`src/rtl/frame_latency_meter_if.sv`:
```
// rtl/frame_latency_meter_if.sv - strobe, status and statistics bundle of the frame latency meter
interface frame_latency_meter_if #(
  parameter int CNT_W = 20,
  parameter int ACC_W = 32,
  parameter int NUM_W = 16
);
  logic             frame_sent;
  logic             frame_caught;
  logic             clear_stats;
  logic             busy;
  logic             done;
  logic             timed_out;
  logic [CNT_W-1:0] time_out;
  logic [CNT_W-1:0] last_delay;
  logic [CNT_W-1:0] min_delay;
  logic [CNT_W-1:0] max_delay;
  logic [ACC_W-1:0] delay_sum;
  logic [NUM_W-1:0] sample_count;
  logic [NUM_W-1:0] timeout_count;

  modport master (
    output frame_sent, frame_caught, clear_stats,
    input  busy, done, timed_out, time_out, last_delay, min_delay, max_delay,
           delay_sum, sample_count, timeout_count
  );

  modport slave (
    input  frame_sent, frame_caught, clear_stats,
    output busy, done, timed_out, time_out, last_delay, min_delay, max_delay,
           delay_sum, sample_count, timeout_count
  );
endinterface

```
`src/rtl/frame_latency_meter.sv`:
```
// rtl/frame_latency_meter.sv - frame round-trip latency meter with timeout and running statistics
module frame_latency_meter #(
  parameter int CNT_W   = 20,
  parameter int TIMEOUT = 1000000,
  parameter int ACC_W   = 32,
  parameter int NUM_W   = 16
) (
  input logic                 tx_clk,
  input logic                 reset,
  frame_latency_meter_if.slave bus
);
  localparam int SUM_W = ((ACC_W > CNT_W) ? ACC_W : CNT_W) + 1;

  typedef enum logic {IDLE, COUNT} state_t;

  state_t           state_q, state_d;
  logic [CNT_W-1:0] cnt_q, cnt_d;
  logic [CNT_W-1:0] last_q, last_d;
  logic [CNT_W-1:0] min_q, min_d;
  logic [CNT_W-1:0] max_q, max_d;
  logic [ACC_W-1:0] sum_q, sum_d;
  logic [NUM_W-1:0] samples_q, samples_d;
  logic [NUM_W-1:0] touts_q, touts_d;
  logic             done_q, done_d;
  logic             to_q, to_d;
  logic [CNT_W-1:0] cnt_inc;
  logic [SUM_W-1:0] sum_wide;

  // cnt_inc is both the next count and the delay of a catch on this edge
  assign cnt_inc  = cnt_q + CNT_W'(1);
  assign sum_wide = SUM_W'(sum_q) + SUM_W'(cnt_inc);

  always_comb begin
    state_d   = state_q;
    cnt_d     = cnt_q;
    last_d    = last_q;
    min_d     = min_q;
    max_d     = max_q;
    sum_d     = sum_q;
    samples_d = samples_q;
    touts_d   = touts_q;
    done_d    = 1'b0;
    to_d      = 1'b0;
    case (state_q)
      IDLE: begin
        if (bus.frame_sent) begin
          state_d = COUNT;
          cnt_d   = '0;
        end
      end
      COUNT: begin
        cnt_d = cnt_inc;
        if (bus.frame_caught) begin
          state_d   = IDLE;
          done_d    = 1'b1;
          last_d    = cnt_inc;
          samples_d = (&samples_q) ? samples_q : samples_q + NUM_W'(1);
          sum_d     = (|sum_wide[SUM_W-1:ACC_W]) ? '1 : sum_wide[ACC_W-1:0];
          if (cnt_inc < min_q) min_d = cnt_inc;
          if (cnt_inc > max_q) max_d = cnt_inc;
        end else if (cnt_inc == CNT_W'(TIMEOUT)) begin
          state_d = IDLE;
          to_d    = 1'b1;
          touts_d = (&touts_q) ? touts_q : touts_q + NUM_W'(1);
        end
      end
      default: state_d = IDLE;
    endcase
    // a coincident completion still pulses and updates last_delay, but is not counted
    if (bus.clear_stats) begin
      min_d     = '1;
      max_d     = '0;
      sum_d     = '0;
      samples_d = '0;
      touts_d   = '0;
    end
  end

  always_ff @(posedge tx_clk) begin
    if (reset) begin
      state_q   <= IDLE;
      cnt_q     <= '0;
      last_q    <= '0;
      min_q     <= '1;
      max_q     <= '0;
      sum_q     <= '0;
      samples_q <= '0;
      touts_q   <= '0;
      done_q    <= 1'b0;
      to_q      <= 1'b0;
    end else begin
      state_q   <= state_d;
      cnt_q     <= cnt_d;
      last_q    <= last_d;
      min_q     <= min_d;
      max_q     <= max_d;
      sum_q     <= sum_d;
      samples_q <= samples_d;
      touts_q   <= touts_d;
      done_q    <= done_d;
      to_q      <= to_d;
    end
  end

  assign bus.busy          = (state_q == COUNT);
  assign bus.done          = done_q;
  assign bus.timed_out     = to_q;
  assign bus.time_out      = cnt_q;
  assign bus.last_delay    = last_q;
  assign bus.min_delay     = min_q;
  assign bus.max_delay     = max_q;
  assign bus.delay_sum     = sum_q;
  assign bus.sample_count  = samples_q;
  assign bus.timeout_count = touts_q;
endmodule
```
`src/flat_wrapper.sv`:
```
// flat-port wrapper written by rule: the top's interface ports become plain ports
module frame_latency_meter_flat 
#(
  parameter int CNT_W   = 20,
  parameter int TIMEOUT = 1000000,
  parameter int ACC_W   = 32,
  parameter int NUM_W   = 16
)
  (tx_clk, reset, bus_frame_sent, bus_frame_caught, bus_clear_stats, bus_busy, bus_done, bus_timed_out, bus_time_out, bus_last_delay, bus_min_delay, bus_max_delay, bus_delay_sum, bus_sample_count, bus_timeout_count);
  frame_latency_meter_if #(.CNT_W(CNT_W), .ACC_W(ACC_W), .NUM_W(NUM_W)) bus_i ();
  input logic tx_clk;
  input logic reset;
  input wire logic [$bits(bus_i.frame_sent)-1:0] bus_frame_sent;
  input wire logic [$bits(bus_i.frame_caught)-1:0] bus_frame_caught;
  input wire logic [$bits(bus_i.clear_stats)-1:0] bus_clear_stats;
  output wire logic [$bits(bus_i.busy)-1:0] bus_busy;
  output wire logic [$bits(bus_i.done)-1:0] bus_done;
  output wire logic [$bits(bus_i.timed_out)-1:0] bus_timed_out;
  output wire logic [$bits(bus_i.time_out)-1:0] bus_time_out;
  output wire logic [$bits(bus_i.last_delay)-1:0] bus_last_delay;
  output wire logic [$bits(bus_i.min_delay)-1:0] bus_min_delay;
  output wire logic [$bits(bus_i.max_delay)-1:0] bus_max_delay;
  output wire logic [$bits(bus_i.delay_sum)-1:0] bus_delay_sum;
  output wire logic [$bits(bus_i.sample_count)-1:0] bus_sample_count;
  output wire logic [$bits(bus_i.timeout_count)-1:0] bus_timeout_count;
  assign bus_i.frame_sent = bus_frame_sent;
  assign bus_i.frame_caught = bus_frame_caught;
  assign bus_i.clear_stats = bus_clear_stats;
  assign bus_busy = bus_i.busy;
  assign bus_done = bus_i.done;
  assign bus_timed_out = bus_i.timed_out;
  assign bus_time_out = bus_i.time_out;
  assign bus_last_delay = bus_i.last_delay;
  assign bus_min_delay = bus_i.min_delay;
  assign bus_max_delay = bus_i.max_delay;
  assign bus_delay_sum = bus_i.delay_sum;
  assign bus_sample_count = bus_i.sample_count;
  assign bus_timeout_count = bus_i.timeout_count;
  frame_latency_meter #(.CNT_W(CNT_W), .TIMEOUT(TIMEOUT), .ACC_W(ACC_W), .NUM_W(NUM_W)) u_core (.tx_clk(tx_clk), .reset(reset), .bus(bus_i));
endmodule
```
`config.mk`:
```
export PLATFORM = sky130hd
export DESIGN_NAME = frame_latency_meter_flat
export DESIGN_NICKNAME = d
export VERILOG_FILES = /design/src/rtl/frame_latency_meter_if.sv /design/src/rtl/frame_latency_meter.sv /design/src/flat_wrapper.sv
export SDC_FILE = /design/constraint.sdc
export NUM_CORES = 1
export LEC_CHECK = 0
export CORE_MARGIN = 2
export CORE_UTILIZATION = 45
export CTS_CLUSTER_SIZE = 30
export DETAILED_ROUTE_END_ITERATION = 12
export GPL_TIMING_DRIVEN = 0
export PLACE_DENSITY_LB_ADDON = 0.25
export RECOVER_POWER = 100
export SLEW_MARGIN = 20
export SYNTH_ARGS = -nofsm -noshare
export SYNTH_HDL_FRONTEND = slang
export SYNTH_SLANG_ARGS = --single-unit
```
`constraint.sdc`:
```
create_clock -name tx_clk -period 4.8 [get_ports tx_clk]
set_input_delay 1.44 -clock tx_clk [delete_from_list [all_inputs] [get_ports tx_clk]]
set_output_delay 1.44 -clock tx_clk [all_outputs]
set_load 0.02 [all_outputs]
```
==> Flow_metrics.wiki <==
{| class="wikitable"
! Metric !! Value
|-
| Min-Delay Path Class || reg -> reg
|-
| Critical Path Sink Type || register
|-
| Antenna Nets Post-Route || 0
|-
| Worst R2R Path Depth || 12
|-
| FILL cells || 1651
|-
| Number of stages on the worst setup path || 12
|-
| Final Worst Setup Slack || 0.134 ns
|-
| Fraction of final layout cells with drive strength greater than 1 || 0.0672
|-
| Worst slew pin tran || 1.14 ns
|-
| Worst-case setup slack after placement || -0.627 ns
|-
| Compound-gate portion of the synthesized area || 0.184
|-
| Port Buffer Count || 150
|-
| Maximum clock frequency || 0.214 GHz
|-
| Number of flops mapped to enable cells by yosys || 0
|-
| Instance count along the most critical hold path || 2
|-
| Post-synth ARST share || 0
|-
| Die Y-Extent || 138 µm
|-
| Number of search-and-repair iterations in the first detailed-routing pass || 5
|-
| Via/cell ratio || 5.68
|-
| Global-route wire length before repair || 39600 µm
|-
| Number of sinks handled by clock tree synthesis || 147
|-
| CP most frequent cell || o21ai_0
|-
| Routed WL per cell || 17.5 µm
|-
| Ant. Diodes || 0
|-
| Sequential standard cell area || 2940 µm²
|-
| MaxCap Viol Count || 0
|-
| Remaining global-route overflow || 0
|-
| Time the worst path needs with I/O delays and setup || 4.67 ns
|-
| Critical path cell sequence || buf_2 -> nand4_1 -> nor4_1 -> xor2_1 -> ha_1 -> nand2_1 -> or3_1 -> o21ai_0 -> a41oi_2 -> o41ai_2 -> o21ai_0 -> a21oi_1
|-
| Row cnt || 49
|-
| Via Count || 8061
|-
| Initial core utilization || 0.455
|-
| Simple-gate share of the synthesized area || 0.239
|-
| Required time at the worst-slack endpoint || 5.15 ns
|-
| Leakage power total || 4.38 nW
|-
| Combined area of the multi-input logic cells || 4880 µm²
|-
| Final hold vios || 0
|-
| Detailed-placement wirelength estimate || 17700 µm
|-
| Deepest clock path buffer count || 2
|-
| Antenna violations before repair || 0
|-
| Status || finished, final reports clean
|-
| Category of the most critical setup path || reg -> reg
|-
| R2R Path Start || u_core.bus.time_out[0]
|-
| Placeable Area || 17800 µm²
|-
| CTS tree || yes
|-
| Post-Syn Instances || 1001
|-
| Startpoint type of the worst setup path || register
|-
| Hold Path Origin || u_core.bus.last_delay[1]
|-
| Critical Path Fanout Max || 9
|-
| Sequential area share after synthesis || 0.362
|-
| Max stage delay cell, worst path || xor2_1
|-
| Ratio of final minimum period to clock period || 0.972
|-
| Number of violations reported at the end of detailed-routing iteration 0 || 493
|-
| Post-synthesis share of cell area spent on full adders, half adders and majority gates || 0.103
|-
| Distinct cell type count of the synthesized netlist || 58
|-
| Setup repair after global routing missed its margin || true
|-
| Nets in the synthesized netlist || 1072
|-
| Origin of the worst setup path || u_core.bus.time_out[0]
|-
| Final-stage net count || 1249
|-
| Data arrival, critical path || 5.02 ns
|-
| Xor/xnor cell area share of the yosys netlist || 0.0539
|-
| Final Setup Violations || 0
|-
| Max-slew violations || 0
|-
| Worst path top cell family by delay || compound AO/OA/AOI/OAI gates
|-
| CTS H-Tree Depth || 4
|-
| Maximum number of pins on one net before global-route repair || 17
|-
| Fraction of synthesized area in multiplexers || 0.00616
|-
| Delay of the slowest cell on the worst path || 0.81 ns
|-
| Global routing usage summed across all routing layers || 0.256
|-
| Most instantiated flip-flop cell in the synthesis netlist || dfxtp_1
|-
| Root cell of the clock tree || clkbuf_16
|-
| Fin Setup TNS || 0 ns
|-
| Power density over the cells || 277 nW/µm²
|-
| Area of the mapped netlist || 8120 µm²
|-
| Clk Latency, worst-skew pair || 0.42 ns
|-
| Die width || 138 µm
|-
| Max Clock Skew || 0.00982 ns
|-
| Main combinational cell family by area after synthesis || simple AND/OR/NAND/NOR gates
|-
| Number of global-route vias before repair || 7441
|-
| Max_slew headroom || 0.235
|-
| I/O Pins || 152
|-
| Clock transition at the registers of the reported paths || 0.06 ns
|-
| P&R area growth vs syn || 32.3%
|-
| Weighted congestion at the end of routability-driven global placement || 0.881
|-
| Number of warnings issued by yosys || 0
|-
| Number of buffers inserted during clock tree synthesis || 17
|-
| Average instance area after synthesis || 8.11 µm²
|-
| Die Outline Area || 19100 µm²
|-
| Remaining DRCs || 0
|-
| Number of buffers and inverters on the critical path || 1
|-
| Worst vdd rail ir drop || 0.000301 V
|-
| Total wirelength of the detailed-routed design || 24800 µm
|-
| Register bit count reported by yosys || 147
|}
[state kept, by name, summed over array words and instances (netlist names), 16 cells and up]
name	count
u_core.bus.sample_count	16
u_core.bus.last_delay	20
u_core.bus.timeout_count	16
u_core.bus.delay_sum	32
u_core.bus.min_delay	20
u_core.bus.time_out	20
u_core.bus.max_delay	20
[final cells by class]
type	count	share of cell area
timing repair buffer	158	0.145
sequential	147	0.274
clock inverter	14	0.0211
inverter	51	0.0178
clock buffer	17	0.0396
multi-input combinational	748	0.454
buffer	55	0.0215
tap	229	0.0267
[where the power goes]
part / switching [mW] / total, mW / internal [mW]
registers: 0.0193 / 1.26 / 1.24
clock network: 0.554 / 1.48 / 0.927
logic: 0.147 / 0.229 / 0.0824
total: 0.720 / 2.97 / 2.25
[cells in the mapped netlist (4+ instances only)]
cell type | number | area (µm²)
dfxtp_1 | 147 | 2940
nor2_1 | 124 | 465
a21oi_1 | 97 | 485
ha_1 | 65 | 813
o21ai_0 | 56 | 280
nor3_1 | 52 | 260
inv_1 | 51 | 191
nand2_1 | 47 | 176
clkbuf_1 | 42 | 158
nand3_1 | 41 | 205
xor2_1 | 29 | 254
o31ai_1 | 21 | 158
xnor2_1 | 21 | 184
and3_1 | 18 | 113
a21o_1 | 16 | 120
nand4_1 | 15 | 93.8
nor3b_1 | 15 | 113
or3_1 | 14 | 87.6
a211oi_1 | 12 | 90.1
and4_1 | 11 | 96.3
a31oi_1 | 10 | 62.6
buf_2 | 10 | 50.1
nor4_1 | 8 | 50.1
and2_1 | 6 | 37.5
nor2b_1 | 6 | 37.5
mux2i_1 | 5 | 50.1
or2_2 | 5 | 31.3
or4_1 | 5 | 37.5
nand2b_1 | 4 | 25.0
o211ai_1 | 4 | 30.0
o21a_1 | 4 | 30.0
o221a_2 | 4 | 45.0
[cells by family after synthesis]
logic type,after synthesis
buf+inv,106
mux,5
fa+ha+maj,66
xor+xnor,50
simple gates,381
compound gates,246
flops,147
[per-layer routing]
metal	global-route usage	share of wire	vias up
met5	0	0	-
met1	0.337	0.44	3745
li1	-	-	3942
met3	0.0526	0.073	49
met4	0.0897	0.030	0
met2	0.420	0.46	325
[cell usage in the layout, fill, tap and decap left out, types with 5 or more instances in the layout]
cell type,netlist,final
and2_1,6,6
nor4_1,8,8
or4_1,5,5
o21ai_0,56,56
nor2_1,124,122
xor2_1,29,26
buf_2,10,10
o31ai_1,21,21
nor3b_1,15,15
mux2i_1,5,5
clkbuf_16,0,17
dfxtp_1,147,147
nor3_1,52,51
xnor2_2,0,5
or3_1,14,14
nor2b_1,6,6
a21oi_1,97,97
and4_1,11,11
clkdlybuf4s50_1,0,138
xnor2_1,21,15
nand4_1,15,15
a21o_1,16,16
bufinv_16,0,5
a31oi_1,10,10
inv_1,51,51
nand2_1,47,47
and3_1,18,18
a211oi_1,12,12
clkbuf_1,42,38
ha_1,65,65
dlygate4sd3_1,0,12
buf_4,1,9
nand3_1,41,41
or2_2,5,5
[tightest hold or removal path, stage by stage, from the launching register on]
cell	delay, ns
dfxtp_1	0.33
nand2_1	0.06
a21oi_1	0.05
[worst paths after layout]
check | to | slack [ns]
worst min-delay path | u_core.bus.last_delay[1] | 0.49
worst max-delay path | u_core.bus.delay_sum[21] | 0.13
worst max register to register | u_core.bus.delay_sum[21] | 0.13
worst min register to register | u_core.bus.last_delay[1] | 0.49
[what timing repair did]
action	CTS	global route
resized for setup	11	9
setup endpoints to repair	29	50
pin swaps	0	4
hold buffers	0	0
buffers inserted	1	7
[stage by stage]
stage                      util  power [mW]  instance area [µm²]  instances  hold slack (ns)
after floorplan               -        1.42                 8120       1001            0.535
after global placement    0.555        1.51                 9910       1380            0.472
after detailed placement  0.557        1.51                 9940       1380            0.473
after CTS                 0.598        2.99                10700       1412            0.481
after global routing      0.602        3.07                10700       1419            0.515
final                     0.602        2.97                10700       1419            0.486
Note: power is estimated with default switching activity, not from simulation.
